[src/rtl/axil_regfile_slave.sv]
// AXI4-Lite slave register file with byte-lane strobes, OKAY/SLVERR responses
// and an active-low 7-segment display of the last read's low nibble.
module axil_regfile_slave #(
  parameter int DATA_W = 8,
  parameter int ADDR_W = 4,
  parameter int DEPTH  = 16
) (
  input  logic                clk,
  input  logic                reset,
  input  logic                awvalid,
  output logic                awready,
  input  logic [ADDR_W-1:0]   awaddr,
  input  logic                wvalid,
  output logic                wready,
  input  logic [DATA_W-1:0]   wdata,
  input  logic [DATA_W/8-1:0] wstrb,
  output logic                bvalid,
  input  logic                bready,
  output logic [1:0]          bresp,
  input  logic                arvalid,
  output logic                arready,
  input  logic [ADDR_W-1:0]   araddr,
  output logic                rvalid,
  input  logic                rready,
  output logic [DATA_W-1:0]   rdata,
  output logic [1:0]          rresp,
  output logic [6:0]          seg_n
);

  localparam int STRB_W = DATA_W / 8;
  localparam logic [ADDR_W:0] DEPTH_L = (ADDR_W + 1)'(DEPTH);
  localparam logic [1:0] RESP_OKAY   = 2'b00;
  localparam logic [1:0] RESP_SLVERR = 2'b10;

  logic [DATA_W-1:0] mem [DEPTH];

  logic              aw_held;
  logic              w_held;
  logic [ADDR_W-1:0] awaddr_q;
  logic [DATA_W-1:0] wdata_q;
  logic [STRB_W-1:0] wstrb_q;

  logic              aw_hs;
  logic              w_hs;
  logic              ar_hs;
  logic              commit;
  logic              wr_in_range;
  logic              rd_in_range;
  logic [DATA_W-1:0] rd_word;

  assign aw_hs       = awvalid & awready;
  assign w_hs        = wvalid & wready;
  assign ar_hs       = arvalid & arready;
  assign commit      = aw_held & w_held & ~bvalid;
  assign wr_in_range = {1'b0, awaddr_q} < DEPTH_L;
  assign rd_in_range = {1'b0, araddr} < DEPTH_L;
  assign rd_word     = rd_in_range ? mem[araddr] : '0;

  function automatic logic [6:0] hex_seg(input logic [3:0] v);
    logic [6:0] s;
    case (v)
      4'h0: s = 7'b0000001;
      4'h1: s = 7'b1001111;
      4'h2: s = 7'b0010010;
      4'h3: s = 7'b0000110;
      4'h4: s = 7'b1001100;
      4'h5: s = 7'b0100100;
      4'h6: s = 7'b0100000;
      4'h7: s = 7'b0001111;
      4'h8: s = 7'b0000000;
      4'h9: s = 7'b0000100;
      4'hA: s = 7'b0001000;
      4'hB: s = 7'b1100000;
      4'hC: s = 7'b0110001;
      4'hD: s = 7'b1000010;
      4'hE: s = 7'b0110000;
      default: s = 7'b0111000;
    endcase
    return s;
  endfunction

  // Write side: AW and W are held independently, then committed together
  // while no response is outstanding.
  always_ff @(posedge clk or posedge reset) begin
    if (reset) begin
      for (int i = 0; i < DEPTH; i++) mem[i] <= DATA_W'(i);
      aw_held  <= 1'b0;
      w_held   <= 1'b0;
      awaddr_q <= '0;
      wdata_q  <= '0;
      wstrb_q  <= '0;
      awready  <= 1'b0;
      wready   <= 1'b0;
      bvalid   <= 1'b0;
      bresp    <= RESP_OKAY;
    end else begin
      awready <= aw_hs ? 1'b0 : (~aw_held & ~bvalid);
      wready  <= w_hs  ? 1'b0 : (~w_held & ~bvalid);
      if (aw_hs) begin
        awaddr_q <= awaddr;
        aw_held  <= 1'b1;
      end
      if (w_hs) begin
        wdata_q <= wdata;
        wstrb_q <= wstrb;
        w_held  <= 1'b1;
      end
      if (commit) begin
        if (wr_in_range) begin
          for (int k = 0; k < STRB_W; k++)
            if (wstrb_q[k]) mem[awaddr_q][k*8 +: 8] <= wdata_q[k*8 +: 8];
        end
        bresp   <= wr_in_range ? RESP_OKAY : RESP_SLVERR;
        bvalid  <= 1'b1;
        aw_held <= 1'b0;
        w_held  <= 1'b0;
      end else if (bvalid && bready) begin
        bvalid <= 1'b0;
      end
    end
  end

  // Read side samples memory before any same-edge commit lands.
  always_ff @(posedge clk or posedge reset) begin
    if (reset) begin
      arready <= 1'b0;
      rvalid  <= 1'b0;
      rdata   <= '0;
      rresp   <= RESP_OKAY;
      seg_n   <= 7'b0000001;
    end else begin
      arready <= ar_hs ? 1'b0 : ~rvalid;
      if (ar_hs) begin
        rvalid <= 1'b1;
        rdata  <= rd_word;
        rresp  <= rd_in_range ? RESP_OKAY : RESP_SLVERR;
        seg_n  <= hex_seg(rd_word[3:0]);
      end else if (rvalid && rready) begin
        rvalid <= 1'b0;
      end
    end
  end

endmodule

[config.mk]
export PLATFORM = sky130hd
export DESIGN_NAME = axil_regfile_slave
export DESIGN_NICKNAME = d
export VERILOG_FILES = /design/src/rtl/axil_regfile_slave.sv
export SDC_FILE = /design/constraint.sdc
export NUM_CORES = 1
export LEC_CHECK = 0
export BUFFER_PORTS_ARGS = -buffer_cell sky130_fd_sc_hd__buf_2
export CORE_MARGIN = 8
export CORE_UTILIZATION = 29
export CTS_CLUSTER_SIZE = 24
export DETAILED_ROUTE_END_ITERATION = 12
export SKIP_CTS_REPAIR_TIMING = 1
export SYNTH_ARGS = -nofsm -noshare
export SYNTH_HDL_FRONTEND = slang
export SYNTH_SLANG_ARGS = --single-unit
[constraint.sdc]
create_clock -name clk -period 4.8 [get_ports clk]
set_clock_uncertainty 0.05 [all_clocks]
set_input_delay 0.48 -clock clk [delete_from_list [all_inputs] [get_ports clk]]
set_output_delay 0.48 -clock clk [all_outputs]
set_load 0.005 [all_outputs]
==> reports/qor.yml, run 1 <==
routing:
  drt_iter0_drc: 266
  vias: 4204
  firstDrtPassIters: 4
  wl_per_cell_um: 19.4
  vias_per_cell: 4.83
  final_antenna_net_count: 0
  routed_wl_um: 16900
  drc: 0
floorplan:
  io_pins: 48
  die_height_um: 177
  core-area_mm2: 0.0257
  die-area_mm2: 0.0313
  die_width_um: 177
  row_count: 59
  start_util_pct: 29.2
clock_tree:
  clk_path_buf_depth: 2
  root_buffer: "clkbuf_16"
  htree_levels: 4
  cts_tree: "built"
  clkLatencyLatePin_ps: 420
  cts_buffers: 17
  cts.sinks: 163
  clk_pin_slew_ps: 70
placement:
  routabilityCongestion: 0.773
  hpwl_um: 10600
  portBuffers: 43
  pre_cts_ws_ps: 1500
  place_area_mm2: 0.00800
synthesis:
  yosys.area.top_type: "dfrtp_1"
  ys_ff_latch: 163
  synth-edff-count: 0
  yosysTopAreaCellShare_pct: 43.4
  yosysUniqueCellTypes: 47
  synthArstFlopShare_pct: 100
  synth_common_cells: "mux2_2, dfrtp_1, dfstp_2, mux4_2, nand2_1"
  synth_most_common_cell: "mux2_2"
  yosysWarnings: 0
  syn_area_mm2: 0.00750
  synth_cells: 483
  yosysSeqAreaShare_pct: 54.9
  synth_ff_type: "dfrtp_1"
  avgSynthCellArea_um2: 15.5
  synth.area.top_cells: "dfrtp_1, mux2_2, dfstp_2"
global_routing:
  grt_pass1_wl_um: 27000
  grt_pass1_vias: 4737
  grt_usage_pct: 11.3
  antenna_found_initial: 0
  grt_overflow_total: 0
  grt_max_degree: 164
sta:
  fin_crit_sh_pct: 59.1
  timing.setup.tns_ps: 0
  finalSetupViolCount: 0
  maxSlewViolCount: 0
  finalCriticalPeriod_ps: 2840
  fin_ws_ps: 1960
  rsz0062_at_grt: "no"
  hold_violations: 0
  fmax_ghz: 0.352
  tightest_slew_ps: 1210
  relSlewSlack_pct: 18.9
pwr:
  switchingPower_uw: 1410
  vdd_ir_drop_max_mv: 0.242
  combPwrFrac_pct: 23.7
  pwr-share-seq_pct: 48.9
  p_clk_share_pct: 27.4
  leakagePower_uw: 0.00387
  p_per_area_mw_per_mm2: 559
  p_sw_share_pct: 29.5
  p_int_uw: 3380
outcome:
  status: "finished clean"
finish:
  n_antenna_cell: 0
  fillers: 2494
  area_delta_synth_final_pct: 14.4
  nets: 553
  drive_above_1_share_pct: 56.5
  design_area_mm2: 0.00858
setup_path:
  worstSetupStartpointType: "input port"
  cp-end-kind: "flop"
  worstPathArrival_ps: 3120
  critical_path_class: "in -> reg"
  crit_required_ps: 5080
  crit_fanout: 26
hold_path:
  hp-class: "in -> async"
run:
  drv_cap: 0
-- worst paths after layout --
kind	startpoint	end	slack, ps	depth (start not counted)
max	araddr[1]	seg_n[6]	1960	8
max in group asynchronous	reset	mem[106]	3780	3
min in group clk	bready	bvalid	180	2
max reg2reg	bvalid	mem[21]	2080	5
min	reset	rdata[0]	180	3
min reg2reg	rvalid	arready	410	1
-- cells in the final DEF (no fill, tap or decap), types with 2 or more instances in the layout --
| master | instances |
|---|---|
| mux4_1 | 6 |
| o21ai_0 | 5 |
| a22oi_2 | 2 |
| ha_1 | 6 |
| a22oi_1 | 2 |
| dfrtp_1 | 130 |
| inv_6 | 2 |
| mux2_2 | 148 |
| o21ai_1 | 2 |
| a21oi_1 | 8 |
| nor2_1 | 15 |
| buf_2 | 43 |
| and2b_1 | 2 |
| buf_4 | 4 |
| a211oi_1 | 2 |
| clkbuf_16 | 17 |
| clkinvlp_4 | 5 |
| or3_1 | 2 |
| nand3_1 | 5 |
| nor2b_1 | 2 |
| nand4_1 | 2 |
| nand2_1 | 19 |
| clkbuf_8 | 3 |
| inv_1 | 7 |
| conb_1 | 4 |
| mux4_2 | 32 |
| nand2b_1 | 4 |
| dfstp_2 | 33 |
| clkinv_2 | 3 |
-- worst max-delay path, stage by stage --
cell and delay [ps]:
buf_2 540, mux4_2 410, mux4_2 560, inv_1 150
ha_1 250, inv_1 90, or4_1 520, o211ai_1 100
-- cell families (layout without fill, tap and decap cells) --
logic type      Yosys count  after routing  synth area share (%)
compound gates           28             28                  2.74
fa+ha+maj                 6              6                  1.00
buf+inv                  38             88                  2.99
flops                   163            163                  54.9
mux                     187            187                  34.1
other cells               1              4                0.0500
simple gates             60             60                  4.20
-- metal layers --
| metal | GRT usage (%) | vias up | routed length [um] |
|---|---|---|---|
| met5 | 0 | - | 0 |
| met4 | 4.10 | 0 | 176 |
| met3 | 2.94 | 13 | 904 |
| met2 | 18.8 | 98 | 8400 |
| met1 | 13.9 | 2236 | 7430 |
| li1 | - | 1857 | - |
-- metrics by stage --
stage / hold slack [ps] / instances / total power, uW / utilization, %
floorplan: 376 / 486 / 3160 / -
global placement: 384 / 839 / 3420 / 31.2
detailed placement: 401 / 839 / 3520 / 31.2
CTS: 160 / 871 / 4850 / 33.4
global route: 173 / 871 / 5090 / 33.4
finish: 178 / 871 / 4790 / 33.4
-- flip-flops by register name (all words and copies together), names as in the netlist --
| register | cells |
|---|---|
| w_held | 1 |
| seg_n | 7 |
| rdata | 8 |
| awready | 1 |
| aw_held | 1 |
| wstrb_q | 1 |
| wdata_q | 8 |
| wready | 1 |
| arready | 1 |
| rvalid | 1 |
| awaddr_q | 4 |
| bvalid | 1 |
| mem | 128 |
-- final cells by class --
class	instances	area [um^2]	share of cell area (%)
inverters	8	33.8	0.394
multi-input cells	285	3170	36.9
clock inverters	11	101	1.18
repair buffers	48	265	3.09
clock buffers	21	470	5.49
flip-flops and latches	163	4120	48.0
well taps	335	419	4.89
-- power groups by stage --
| stage | clock network [uW] | registers (uW) | logic, uW |
|---|---|---|---|
| global placement | 0 | 2320 | 1100 |
| finish | 1320 | 2340 | 1140 |
| CTS | 1350 | 2350 | 1150 |
| global route | 1400 | 2430 | 1250 |
| detailed placement | 0 | 2370 | 1150 |
| floorplan | 0 | 2170 | 991 |
No activity file was read; power rests on OpenSTA's default activity.
==> run 2: changes to the inputs <==
clock period = 2.95 ns   (was 4.8 ns; I/O delays follow)
==> reports/qor.yml, run 2 (synthesis gave the netlist of run 1 again) <==
finish:
  top_register: "mem"  # unchanged
  area_delta_synth_final_pct: 17.9  # was 14.4%
  largest_reg_flops: 128  # unchanged
  reg_top3: "mem x128, rdata x8, wdata_q x8"  # unchanged
  final_common_cell: "mux2_2"  # unchanged
  regArea_mm2: 0.00412  # unchanged
  fillers: 2499  # was 2,494
  final_cell_mix: "mux2_2, dfrtp_1, buf_2, dfstp_2, mux4_2"  # unchanged
  fin_util_pct: 34.4  # was 33.4%
  stdcell_count: 894  # was 871
  nets: 576  # was 553
  multi_input_area_mm2: 0.00317  # unchanged
  n_antenna_cell: 0  # unchanged
  drive_above_1_share_pct: 58.0  # was 56.5%
global_routing:
  grt_pass1_vias: 4683  # was 4,737
  grt_overflow_total: 0  # unchanged
  antenna_found_initial: 0  # unchanged
  grt_max_degree: 113  # was 164
  grt_pass1_wl_um: 27400  # was 27,000 um
  grt_usage_pct: 11.5  # was 11.3%
setup_path:
  cpMostUsedCell: "inv_1"
  crit_fanout: 4  # was 26
  worstSetupStartpointType: "flop"  # was input port
  max_stage_delay_ps: 530  # was 560 ps
  worstPathArrival_ps: 2880  # was 3120 ps
  cp-end-kind: "flop"  # unchanged
  critical_path_class: "reg -> reg"  # was in -> reg
  crit_required_ps: 3240  # was 5080 ps
  path_cells: "mux4_1 > mux4_2 > inv_1 > ha_1 > inv_1 > or4_1 > o211ai_1"  # was buf_2 > mux4_2 > mux4_2 > inv_1 > ha_1 > inv_1 > or4_1 > o211ai_1
  cp_slowest_cell: "or4_1"  # was mux4_2
  ff2ff_path_depth: 7  # was 5
placement:
  hpwl_um: 11700  # was 10,600 um
  dpl.cell_count: 861  # was 839
  routabilityCongestion: 0.812  # was 0.773
  portBuffers: 43  # unchanged
floorplan:
  start_util_pct: 29.2  # unchanged
  io_pins: 48  # unchanged
  die_width_um: 177  # unchanged
  core-area_mm2: 0.0257  # unchanged
  die_height_um: 177  # unchanged
  row_count: 59  # unchanged
  die-area_mm2: 0.0313  # unchanged
clock_tree:
  cts_buffers: 17  # unchanged
  clk_path_buf_depth: 2  # unchanged
  root_buffer: "clkbuf_16"  # unchanged
  htree_levels: 4  # unchanged
  clkLatencyLatePin_ps: 420  # about the same
  cts_tree: "built"  # unchanged
  clk_pin_slew_ps: 70  # about the same
  cts.sinks: 163  # unchanged
hold_path:
  hp-class: "in -> reg"  # was in -> async
  holdPathStages: 2
routing:
  final_antenna_net_count: 0  # unchanged
  drt_iter0_drc: 209  # was 266
  vias_per_cell: 4.77  # was 4.83
  firstDrtPassIters: 4  # unchanged
  drc: 0  # unchanged
  vias: 4265  # was 4,204
  routed_wl_um: 17300  # was 16,900 um
  wl_per_cell_um: 19.3  # was 19.4 um
sta:
  maxSlewViolCount: 0  # unchanged
  tightest_slew_ps: 718  # was 1210 ps
  relSlewSlack_pct: 52.1  # was 18.9%
  finalSetupViolCount: 0  # unchanged
  rsz0062_at_grt: "no"  # unchanged
  hold_violations: 0  # unchanged
  timing.setup.tns_ps: 0  # unchanged
  fin_crit_sh_pct: 88.0
  fmax_ghz: 0.385
  finalCriticalPeriod_ps: 2600
outcome:
  status: "finished clean"  # unchanged
pwr:
  p_per_area_mw_per_mm2: 926  # was 559 mW/mm^2
  vdd_ir_drop_max_mv: 0.387  # was 0.242 mV
  leakagePower_uw: 0.00404  # was 0.00387 uW
run:
  drv_cap: 0  # unchanged
-- run 2: cell types whose count changed in the layout (fill, tap and decap cells not counted), sizes merged --
| cell | change |
|---|---|
| buf | +22 |
| clkbuf | -2 |
| clkinvlp | -3 |
| bufinv | +5 |
| dlygate4sd3 | +1 |
-- run 2: routing by layer --
metal	part of all wire (%)	global-route usage [%]	vias up	wire length [um]
li1	-	-	1919	-
met5	0	0	-	0
met2	48	18.2	107	8230
met1	44	15.3	2222	7630
met3	6.8	3.41	17	1170
met4	1.4	2.77	0	242
-- run 2: worst paths after layout --
kind / from / endpoint / slack (ps)
max: mem[49] / seg_n[6] / 350
min: rready / rvalid / 20
max reg2reg: mem[49] / seg_n[6] / 350
min reg2reg: rvalid / arready / 410
max in group asynchronous: reset / mem[107] / 1790
min in group asynchronous: reset / rdata[1] / 260
-- run 2: area by class of cell --
type	count	area share (%)
multi-input cells	285	35.8
inverters	8	0.382
repair buffers	71	4.98
clock inverters	13	2.59
flip-flops and latches	163	46.6
well taps	335	4.74
clock buffers	19	4.90
-- run 2: report_power, final --
group | switching [uW] | total, uW | internal [uW]
sequential | 667 | 3820 | 3150
combinational | 746 | 1900 | 1150
clock | 886 | 2480 | 1590
total | 2300 | 8190 | 5890
-- run 2: per-stage QoR --
stage | setup slack (ps) | hold WS [ps] | power [uW] | cell area (um^2)
finish | 353 | 18.3 | 8190 | 8840
floorplan | 247 | 336 | 5140 | 7510
CTS | 346 | -317 | 8280 | 8830
detailed placement | 0.0939 | 132 | 5770 | 8170
global route | 229 | 23.8 | 8670 | 8840
global placement | 105 | 137 | 5600 | 8170
-- run 2: critical path: cells and delay by family, from the launching register on --
family / cells / cell delay [ps]
flip-flops: 1 / 370
AND/OR/NAND/NOR: 1 / 530
adder cells (fa/ha/maj): 1 / 230
AO/OA/AOI/OAI: 1 / 100
multiplexers: 2 / 1020
buffers and inverters: 2 / 220
